--- config.mk ---
export PLATFORM = sky130hd
export DESIGN_NAME = uart_tx_fifo
export DESIGN_NICKNAME = d
export VERILOG_FILES = /design/src/rtl/uart_pkg.sv /design/src/rtl/sync_fifo.sv /design/src/rtl/uart_tx_fifo.sv
export SDC_FILE = /design/constraint.sdc
export NUM_CORES = 1
export LEC_CHECK = 0
export CORE_MARGIN = 2
export CORE_UTILIZATION = 40
export DETAILED_ROUTE_END_ITERATION = 6
export PLACE_DENSITY = 0.6
export SLEW_MARGIN = 0
export SYNTH_ARGS = -nofsm -noshare
export SYNTH_HDL_FRONTEND = slang
export SYNTH_SLANG_ARGS = --single-unit
--- constraint.sdc ---
create_clock -name clk -period 6.25 [get_ports clk]
set_input_delay 0.625 -clock clk [delete_from_list [all_inputs] [get_ports clk]]
set_output_delay 0.625 -clock clk [all_outputs]
set_load 0.01 [all_outputs]
--- src/rtl/uart_pkg.sv ---
// uart_pkg: shared FSM state type and parity selectors for the UART transmitter
package uart_pkg;

    typedef enum logic [2:0] {IDLE, START, DATA, PAR, STOP} state_t;

    localparam int PAR_NONE = 0;
    localparam int PAR_ODD  = 1;
    localparam int PAR_EVEN = 2;

endpackage

--- src/rtl/sync_fifo.sv ---
// sync_fifo: single-clock show-ahead FIFO with registered full/empty/level
module sync_fifo #(
    parameter int WIDTH = 8,
    parameter int DEPTH = 16
) (
    input  logic                     clk,
    input  logic                     reset,
    input  logic                     wr_en,
    input  logic [WIDTH-1:0]         wr_data,
    input  logic                     rd_en,
    output logic [WIDTH-1:0]         rd_data,
    output logic                     full,
    output logic                     empty,
    output logic [$clog2(DEPTH):0]   level
);

    localparam int AW = $clog2(DEPTH);

    logic [WIDTH-1:0] mem [DEPTH];
    logic [AW-1:0]    wr_ptr, rd_ptr;
    logic             push, pop;
    logic [AW:0]      level_n;

    assign push    = wr_en && !full;
    assign pop     = rd_en && !empty;
    assign level_n = level + {{AW{1'b0}}, push} - {{AW{1'b0}}, pop};
    assign rd_data = mem[rd_ptr];

    always_ff @(posedge clk)
        if (push)
            mem[wr_ptr] <= wr_data;

    always_ff @(posedge clk) begin
        if (reset) begin
            wr_ptr <= '0;
            rd_ptr <= '0;
            level  <= '0;
            full   <= 1'b0;
            empty  <= 1'b1;
        end else begin
            wr_ptr <= push ? wr_ptr + 1'b1 : wr_ptr;
            rd_ptr <= pop ? rd_ptr + 1'b1 : rd_ptr;
            level  <= level_n;
            full   <= level_n == (AW+1)'(DEPTH);
            empty  <= level_n == '0;
        end
    end

endmodule

--- src/rtl/uart_tx_fifo.sv ---
// uart_tx_fifo: FIFO-buffered UART transmitter with single-clock baud tick
module uart_tx_fifo
    import uart_pkg::*;
#(
    parameter int CLK_DIV    = 868,
    parameter int DATA_BITS  = 8,
    parameter int PARITY     = 0,
    parameter int STOP_BITS  = 1,
    parameter int FIFO_DEPTH = 16
) (
    input  logic                          clk,
    input  logic                          reset,
    input  logic [DATA_BITS-1:0]          wr_data,
    input  logic                          wr_en,
    output logic                          full,
    output logic                          empty,
    output logic [$clog2(FIFO_DEPTH):0]   level,
    output logic                          overflow,
    output logic                          busy,
    output logic                          uart_tx
);

    localparam int CW = $clog2(CLK_DIV);

    state_t               state, state_n;
    logic [CW-1:0]        cnt;
    logic                 tick;
    logic [DATA_BITS-1:0] shift, shift_n, rd_data;
    logic [3:0]           idx, idx_n;
    logic                 par, par_n, load, tx_n;

    sync_fifo #(.WIDTH(DATA_BITS), .DEPTH(FIFO_DEPTH)) u_fifo (
        .clk     (clk),
        .reset   (reset),
        .wr_en   (wr_en),
        .wr_data (wr_data),
        .rd_en   (load),
        .rd_data (rd_data),
        .full    (full),
        .empty   (empty),
        .level   (level)
    );

    assign tick = state != IDLE && cnt == CW'(CLK_DIV - 1);
    assign busy = state != IDLE;

    always_comb begin
        state_n = state;
        shift_n = shift;
        idx_n   = idx;
        par_n   = par;
        load    = 1'b0;
        case (state)
            IDLE:  load = !empty;
            START: state_n = tick ? DATA : START;
            DATA:
                if (tick) begin
                    shift_n = shift >> 1;
                    idx_n   = idx == 4'(DATA_BITS - 1) ? 4'd0 : idx + 4'd1;
                    state_n = idx != 4'(DATA_BITS - 1) ? DATA : PARITY != PAR_NONE ? PAR : STOP;
                end
            PAR:   state_n = tick ? STOP : PAR;
            STOP:
                if (tick) begin
                    load    = idx == 4'(STOP_BITS - 1) && !empty;
                    idx_n   = idx + 4'd1;
                    state_n = idx == 4'(STOP_BITS - 1) ? IDLE : STOP;
                end
            default: state_n = IDLE;
        endcase
        if (load) begin
            shift_n = rd_data;
            idx_n   = 4'd0;
            par_n   = ^rd_data ^ (PARITY == PAR_ODD);
            state_n = START;
        end
        tx_n = state_n == START ? 1'b0 : state_n == DATA ? shift_n[0] : state_n == PAR ? par_n : 1'b1;
    end

    always_ff @(posedge clk) begin
        if (reset) begin
            state    <= IDLE;
            cnt      <= '0;
            shift    <= '0;
            idx      <= '0;
            par      <= 1'b0;
            uart_tx  <= 1'b1;
            overflow <= 1'b0;
        end else begin
            state    <= state_n;
            cnt      <= (state == IDLE || tick) ? '0 : cnt + 1'b1;
            shift    <= shift_n;
            idx      <= idx_n;
            par      <= par_n;
            uart_tx  <= tx_n;
            overflow <= overflow || (wr_en && full);
        end
    end

endmodule

# Yosys cells after proc, flatten, opt, wreduce, memory -nomap -nowiden
# Memory sizes are Yosys's and may differ from the RTL's. A register that Yosys moved wholly into a read port is not among the register bits.
# Index checks and enable logic that the tools add are counted.
op_classes:
  muxes: 25
  eq_ne: 13
  addsub: 6
  n_reduce_logical: 21
op_table:
  columns: ["cell", "n"]
  rows:
  - ["$mux 8", 3]
  - ["$mux 4", 5]
  - ["$mux 3", 6]
  - ["$pmux 3 s5", 1]
  - ["$add 4x1->4 const B", 3]
  - ["$eq 3x2->1 const B", 4]
  - ["$add 10x1->10 const B", 1]
  - ["$eq 10x10->1 const B", 1]
  - ["$pmux 4 s2", 1]
  - ["$reduce_xor 8->1", 1]
  - ["$mux 1", 7]
  - ["$eq 3x1->1 const B", 2]
  - ["$reduce_bool 2->1", 3]
  - ["$add 5x1->5", 1]
  - ["$eq 5x5->1 const B", 1]
  - ["$logic_and 1x1->1", 5]
  - ["$logic_not 5->1", 1]
  - ["$sub 5x1->5", 1]
  - ["$eq 4x3->1 const B", 1]
  - ["$logic_not 4->1", 1]
  - ["$ne 2x2->1 const B", 2]
  - ["$ne 4x3->1 const B", 1]
  - ["$reduce_or 2->1", 2]
  - ["$eq 3x3->1 const B", 1]
  - ["other kinds (8)", 10]
totals:
  inputBits: 11
  ram_bits: 128
  memories: 1
  out_inout_bits: 10
  word_cells: 79
  regBits: 43
memory_table:
  columns: ["memory", "words", "width", "rd", "rd_ports_with_merged_regs", "write_ports", "line", "rtl"]
  rows:
  - ["u_fifo.mem", 16, 8, 1, 1, 1, "sync_fifo.sv:19", "logic [WIDTH-1:0] mem [DEPTH];"]

# Longest topological paths before layout
# Gate-level depths: netlist of run 1.
depth:
  depth_word: 9
  depth_mapped: 17
  ltp_nobuf: 16

# Modules after synthesis
# Synthesis of run 1 repeated with hierarchy kept, for this count alone.
unflattened:
  hier_cells: 470
  area_unflattened_um2: 7255.7
modules_own_cells:
  columns: ["mod", "n_inst", "area_per_inst_um2", "cells_each"]
  rows:
  - ["sync_fifo", 1, 5816.8, 311]
  - ["uart_tx_fifo", 1, 1438.9, 159]

# Worst setup path before layout of run 1
# Ideal clock, no wire load.
synth_path:
  path_kind: "register -> register"
  from: "register cnt[0]"
  to: "register u_fifo.empty"
  stages_incl_launch_ff: 18
  required_time_ns: 6.138
  t_arrival_ns: 3.235
  synth_period_minus_slack_ns: 3.347
  setup_slack_ns: 2.903
  cell_sequence: "dfxtp_1 -> ha_1 -> or3b_4 -> nor4_4 -> nand3_2 -> a2111oi_4 -> buf_4 -> xor2_1 -> ha_1 -> inv_1 -> fa_1 -> inv_1 -> a21o_1 -> a21oi_1 -> xnor2_1 -> nand2b_1 -> inv_1 -> nor2_1"
synth_between:
  elab_chain_len: 7
synth_lines:
  columns: ["element", "line", "rtl"]
  rows:
  - ["from (decl)", "uart_tx_fifo.sv:26", "logic [CW-1:0] cnt;"]
  - ["from (signal assigned)", "uart_tx_fifo.sv:91", "cnt <= (state == IDLE || tick) ? '0 : cnt + 1'b1;"]
  - ["$eq 10x10->1", "uart_tx_fifo.sv:44", "assign tick = state != IDLE && cnt == CW'(CLK_DIV - 1);"]
  - ["$logic_and 1x1->1", "uart_tx_fifo.sv:44", null]
  - ["$mux 1", "uart_tx_fifo.sv:64", "if (tick) begin"]
  - ["$pmux 1 s2", "uart_tx_fifo.sv:53", "case (state)"]
  - ["$logic_and 1x1->1", "sync_fifo.sv:25", "assign pop = rd_en && !empty;"]
  - ["$sub 5x1->5", "sync_fifo.sv:26", "assign level_n = level + {{AW{1'b0}}, push} - {{AW{1'b0}}, pop};"]
  - ["$logic_not 5->1", "sync_fifo.sv:45", "empty <= level_n == '0;"]
  - ["to (signal assigned)", "sync_fifo.sv:39", "empty <= 1'b1;"]
  - ["to (signal assigned)", "sync_fifo.sv:45", null]
  - ["to (decl)", "sync_fifo.sv:13", "output logic empty,"]
# No other way between the ends.
# A chain may end at the register's enable or synchronous reset.

# Worst setup path after layout of run 1
# Same ends and word-level chain as after synthesis.

==> results of run 1 <==
[critical path: cells and delay by family (launching register included)]
kind            cells  cell delay (ns)
buf+inv             2             0.39
xor+xnor            2             0.33
compound gates      1             0.37
flops               1             0.37
fa+ha+maj           3             0.80
simple gates        6             1.37
[synthesized netlist by cell type, types with 9 or more instances]
library cell,instances,share of area
edfxtp_1,128,0.54
nor2_1,60,0.032
dfxtp_1,47,0.13
mux4_2,32,0.10
nand2_1,20,0.011
a22oi_1,17,0.018
xnor2_1,16,0.020
ha_1,12,0.021
inv_1,12,0.0063
nor2b_1,12,0.011
xor2_1,12,0.015
clkbuf_1,9,0.0047
[through the flow]
step | instances | hold WS, ns
finish | 719 | 0.471
global route | 719 | 0.488
CTS | 719 | 0.479
detailed placement | 687 | 0.461
global placement | 687 | 0.443
floorplan | 457 | 0.426
[power groups by stage]
stage	clock (mW)	combinational (mW)	sequential, mW
floorplan	0	0.626	1.41
global placement	0	0.811	1.41
detailed placement	0	0.830	1.41
CTS	1.11	0.834	1.39
global route	1.15	0.903	1.40
finish	1.09	0.820	1.39
[cells by family after synthesis]
group / after synthesis / synth area share
adders and majority gates: 13 / 0.0239
AOI/OAI and AO/OA: 42 / 0.0507
DFF: 175 / 0.671
and+or+nand+nor: 129 / 0.0917
buffers and inverters: 35 / 0.0233
muxes: 35 / 0.105
xor gates and xnor gates: 28 / 0.0344
[layout by cell type (no fill, tap or decap), types with 8 or more instances in the layout]
| cell type | instances |
|---|---|
| clkdlybuf4s50_1 | 20 |
| xnor2_1 | 16 |
| clkbuf_16 | 17 |
| inv_1 | 12 |
| a21oi_1 | 8 |
| mux4_2 | 32 |
| edfxtp_1 | 128 |
| ha_1 | 12 |
| dfxtp_1 | 46 |
| buf_4 | 8 |
| nor2_1 | 60 |
| nor2b_1 | 12 |
| xor2_1 | 12 |
| a22oi_1 | 17 |
| nand2_1 | 20 |
[area by class of cell]
class	instances	share of cell area
Clock buffer	17	0.0521
Inverter	12	0.00552
Tap cell	225	0.0345
Clock inverter	15	0.0221
Sequential cell	175	0.586
Timing Repair Buffer	28	0.0319
Multi-Input combinational cell	247	0.267
[state kept, by name (all words and copies together) (netlist names), named ones only]
register       flops
u_fifo.mem       128
cnt               10
shift              8
u_fifo.level       5
idx                4
u_fifo.rd_ptr      4
u_fifo.wr_ptr      4
state              3
overflow           1
par                1
u_fifo.empty       1
u_fifo.full        1
uart_tx            1
[worst min-delay path by stage]
stage	endpoint	slack, ns	depth (start not counted)
2_1_floorplan	cnt[0]	0.43	1
3_3_place_gp	cnt[0]	0.44	1
3_5_place_dp	overflow	0.46	2
4_1_cts	overflow	0.48	2
5_1_grt	cnt[0]	0.49	1
6_report	overflow	0.47	2
[layer usage]
metal | vias to the layer above | wire [um] | part of all wire
met1 | 1940 | 6220 | 0.45
li1 | 1776 | - | -
met3 | 17 | 498 | 0.036
met4 | 0 | 216 | 0.016
met2 | 80 | 6740 | 0.49
met5 | - | 0 | 0
==> qor.csv, run 1 <==
metric,value,unit
status,"finished, final reports clean",
grt_use_met1,0.206,
fin_nets,505,
initial_core_util,0.411,
seqPwrFrac,0.421,
ys_async_sr_fraction,0,
clkTransAtPathRegs,0.07,ns
gp_congestion,0.809,
min_path_type,reg -> reg,
die_w,138,um
arrival,4.07,ns
syn_avg_cell_area,15.6,sq um
setup.worst_path.start_class,flop,
slew_viol_final,0,
finalWorstSetupSlack,2.54,ns
tritoncts,done,
core_area,17400,sq um
grtUsageTotal,0.158,
dieArea,18900,sq um
n_antenna_cell,0,
endpoint_kind,flop,
max-vdd-ir-drop,0.000250,V
cts_resized,0,
p_leak,2.68,nW
synth_edf_count,128,
p_total,3.30,mW
fin_crit,3.71,ns
rsz0062_at_grt,false,
antenna_left,0,
numPortBuffers,20,
p_per_area,404,nW/um^2
cp.required,6.62,ns
finalHoldViolations,0,
fin_util,0.470,
cts.sinks,175,
clock-root-buffer,clkbuf_16,
routed_wl,13700,um
maxCapViolations,0,
use_met2,0.258,
startpoint,cnt[0],
ys.warnings.count,0,
h-tree-depth,4,
area_growth,14.4,%
seq_area_frac_synth,0.671,
fin_area,8160,sq um
tightestPinTransition,0.967,ns
hold_buffers,0,
drcViolationCount,0,
route.vias.total,3813,
io_pins,21,
worstSetupEndpoint,u_fifo.empty,
fin_skew,0.00629,ns
critPathMaxFanout,22,
ys_seq_elements,175,
grt_pass1_vias,3878,
reg2reg_depth,14,
antenna_found_initial,0,
cpPeakStageDelay,0.41,ns
regArea,4790,sq um
relSlewSlack,0.353,
cp_cell_sequence,ha_1 -> or3b_4 -> nor4_4 -> nand3_2 -> a2111oi_4 -> buf_4 -> xor2_1 -> ha_1 -> inv_1 -> fa_1 -> xnor2_1 -> nor4b_1 -> nor2_1 -> nor2_1,
dpl_cell_area,7550,sq um
clkLatencyLatePin,0.43,ns
cp_slowest_cell,or3b_4,
overflow,0,
reg2reg_to,u_fifo.empty,
fmax,0.270,GHz
first_pass_iters,5,
p_sw_frac,0.281,
fillCellCount,1462,
rows,48,
busiest_layer,met2,
min_from,overflow,
rrSetupSlack,2.54,ns
dp_slack,2.57,ns
use_met3,0.0353,
numCtsBuffers,17,
syn_area,7130,sq um
synth_cells,457,
p_sw,0.928,mW
setup_viol,0,
critPathKind,reg -> reg,
drive_gt1_frac,0.166,
grt_max_degree,38,
clkPwrFrac,0.330,
tns,0,ns
grt_pass1_wl,21400,um
finalCritPeriodShare,0.593,
viasPerCell,5.30,
dieHeight,138,um
critical_path.reg2reg.startpoint,cnt[0],
wl_per_cell,19.0,um
syn_nets,481,
ys_types,45,
drt_iter0_drc,301,
clock_path_buffers,2,
intPower,2.37,mW
comb_power_share,0.248,
synthFlopType,edfxtp_1,
post_cts_buffers,0,
dp_hpwl,8740,um
multiInputGateArea,2180,sq um
Power figures use the tool's default switching activity.
==> inputs of run 2 (changes only) <==
- clock period: 6.25 -> 3.7 ns (I/O delays scaled with it)
==> qor.csv, run 2 (synthesized netlist as in run 1, its figures left out) <==
metric,value,unit,change
grt_pass1_wl,20700,um,-3.5%
final_common_cell,edfxtp_1,,
drt_iter0_drc,253,,-16%
clkTransAtPathRegs,0.07,ns,about the same
tns,0,ns,unchanged
critPathKind,reg -> reg,,
largest_reg_flops,128,,unchanged
die_w,138,um,unchanged
rrSetupSlack,0.28,ns,-2.27 ns
antenna_left,0,,unchanged
cpPeakStageDelay,0.46,ns,+0.05 ns
dp_hpwl,8590,um,-1.7%
final_cells,722,,+0.42%
post_cts_buffers,0,,unchanged
area_growth,14.3,%,about the same
dieArea,18900,sq um,unchanged
seqPwrFrac,0.432,,+0.011
io_pins,21,,unchanged
core_area,17400,sq um,unchanged
crit_top_cell,inv_1,,
critPathMaxFanout,4,,-82%
clock_path_buffers,2,,unchanged
setup_viol,0,,unchanged
worstSetupEndpoint,u_fifo.empty,,
regMostFlops,u_fifo.mem,,
slew_viol_final,0,,unchanged
p_leak,2.68,nW,about the same
critical_path.reg2reg.startpoint,cnt[0],,
startpoint,cnt[0],,
p_total,5.44,mW,+65%
drive_gt1_frac,0.171,,+0.00503
wl_per_cell,18.3,um,-3.8%
clkLatencyLatePin,0.43,ns,about the same
cts.sinks,175,,unchanged
cp.required,4.02,ns,-2.60 ns
comb_power_share,0.256,,+0.008
endpoint_kind,flop,,
cp_cell_sequence,ha_1 -> or3b_4 -> nor4_4 -> nand3_2 -> a2111oi_4 -> xor2_1 -> ha_1 -> inv_1 -> fa_1 -> inv_1 -> a21o_1 -> a21oi_1 -> xnor2_1 -> nand2b_1 -> inv_1 -> nor2_1,,
cp_slowest_cell,a2111oi_4,,
dieHeight,138,um,unchanged
antenna_found_initial,0,,unchanged
initial_core_util,0.411,,unchanged
tritoncts,done,,
p_sw,1.59,mW,+72%
routed_wl,13200,um,-3.4%
min_path_type,reg -> reg,,
p_sw_frac,0.293,,+0.0117
finalCritPeriodShare,0.926,,+0.333
maxCapViolations,0,,unchanged
h-tree-depth,4,,unchanged
dp_cells,690,,+0.44%
grt_max_degree,33,,-13%
crit_cells,16,,+2
grtUsageTotal,0.151,,-0.00731
overflow,0,,unchanged
crit_family,simple AND/OR/NAND/NOR gates,,
clkPwrFrac,0.312,,-0.018
fin_crit,3.42,ns,-0.282 ns
worst-path-buf-inv,3,,+1
viasPerCell,5.21,,-1.8%
reg2reg_to,u_fifo.empty,,
reg2reg_depth,16,,+2
fin_skew,0.0132,ns,+0.00686 ns
intPower,3.85,mW,+62%
cts_resized,0,,unchanged
setup.worst_path.start_class,flop,,
drcViolationCount,0,,unchanged
rsz0062_at_grt,false,,
gp_congestion,0.756,,-6.5%
rows,48,,unchanged
tightestPinTransition,0.910,ns,-0.0577 ns
finalHoldViolations,0,,unchanged
reg_top3,"u_fifo.mem (128), cnt (10), shift (8)",,
status,"finished, final reports clean",,
route.vias.total,3761,,-1.4%
numPortBuffers,20,,unchanged
first_pass_iters,4,,-1
mostFrequentLayoutCells,"edfxtp_1 (128), nor2_1 (60), dfxtp_1 (46), mux4_2 (32)",,
fin_nets,508,,+0.59%
arrival,3.74,ns,-0.33 ns
relSlewSlack,0.391,,+0.0386
numCtsBuffers,17,,unchanged
n_antenna_cell,0,,unchanged
fillCellCount,1450,,-0.82%
hold_buffers,0,,unchanged
max-vdd-ir-drop,0.000369,V,+48%
grt_pass1_vias,3732,,-3.8%
p_per_area,667,nW/um^2,+65%
fmax,0.292,GHz,+8.2%
clock-root-buffer,clkbuf_16,,
==> run 2: changes by cell type in the layout (fill, tap and decap cells not counted), sizes merged <==
cell    delta
bufinv     -3
inv        +5
buf        +3
clkinv     -2
==> run 2: metrics by stage <==
step	setup WS, ns	cell area, sq um	hold slack [ns]	utilization
global route	0.00403	8160	0.482	0.470
CTS	0.255	8160	0.471	0.470
detailed placement	0.291	7590	0.455	0.437
finish	0.275	8160	0.464	0.470
floorplan	0.353	7130	0.426	-
global placement	0.386	7590	0.442	0.437
==> run 2: power groups by stage <==
stage / Clock, mW / Sequential (mW) / Combinational, mW
5_1_grt: 1.81 / 2.37 / 1.53
3_5_place_dp: 0 / 2.39 / 1.41
4_1_cts: 1.73 / 2.35 / 1.42
3_3_place_gp: 0 / 2.39 / 1.39
6_report: 1.70 / 2.35 / 1.39
2_1_floorplan: 0 / 2.37 / 1.06
==> run 2: layer usage <==
layer  vias up  track usage  wire length, um
li1       1779            -                -
met1      1904        0.209             5920
met2        73        0.238             6610
met3         5       0.0353              581
met4         0       0.0470              104
met5         -            0                0
==> run 2: how the worst min path moves through the flow <==
| stage | slack [ns] | start | cells past startpoint | endpoint |
|---|---|---|---|---|
| CTS | 0.47 | cnt[0] | 1 | cnt[0] |
| finish | 0.46 | cnt[0] | 1 | cnt[0] |
| floorplan | 0.43 | cnt[0] | 1 | cnt[0] |
| detailed placement | 0.45 | cnt[0] | 1 | cnt[0] |
| global placement | 0.44 | cnt[0] | 1 | cnt[0] |
| global route | 0.48 | cnt[0] | 1 | cnt[0] |
==> run 2: worst reg2reg max path, cell delays in order, from the launching register on <==
cell and delay [ns]:
dfxtp_1 0.37, ha_1 0.21, or3b_4 0.41, nor4_4 0.25, nand3_2 0.20, a2111oi_4 0.46, xor2_1 0.18, ha_1 0.18
inv_1 0.06, fa_1 0.40, inv_1 0.07, a21o_1 0.11, a21oi_1 0.07, xnor2_1 0.15, nand2b_1 0.08, inv_1 0.07
nor2_1 0.05
==> run 2: cell type report <==
class | count | area (sq um) | area share
Clock buffer | 17 | 425 | 0.0522
Clock inverter | 15 | 140 | 0.0172
Inverter | 12 | 45.0 | 0.00552
Multi-Input combinational cell | 247 | 2180 | 0.268
Sequential cell | 175 | 4790 | 0.587
Tap cell | 225 | 282 | 0.0345
Timing Repair Buffer | 31 | 295 | 0.0362
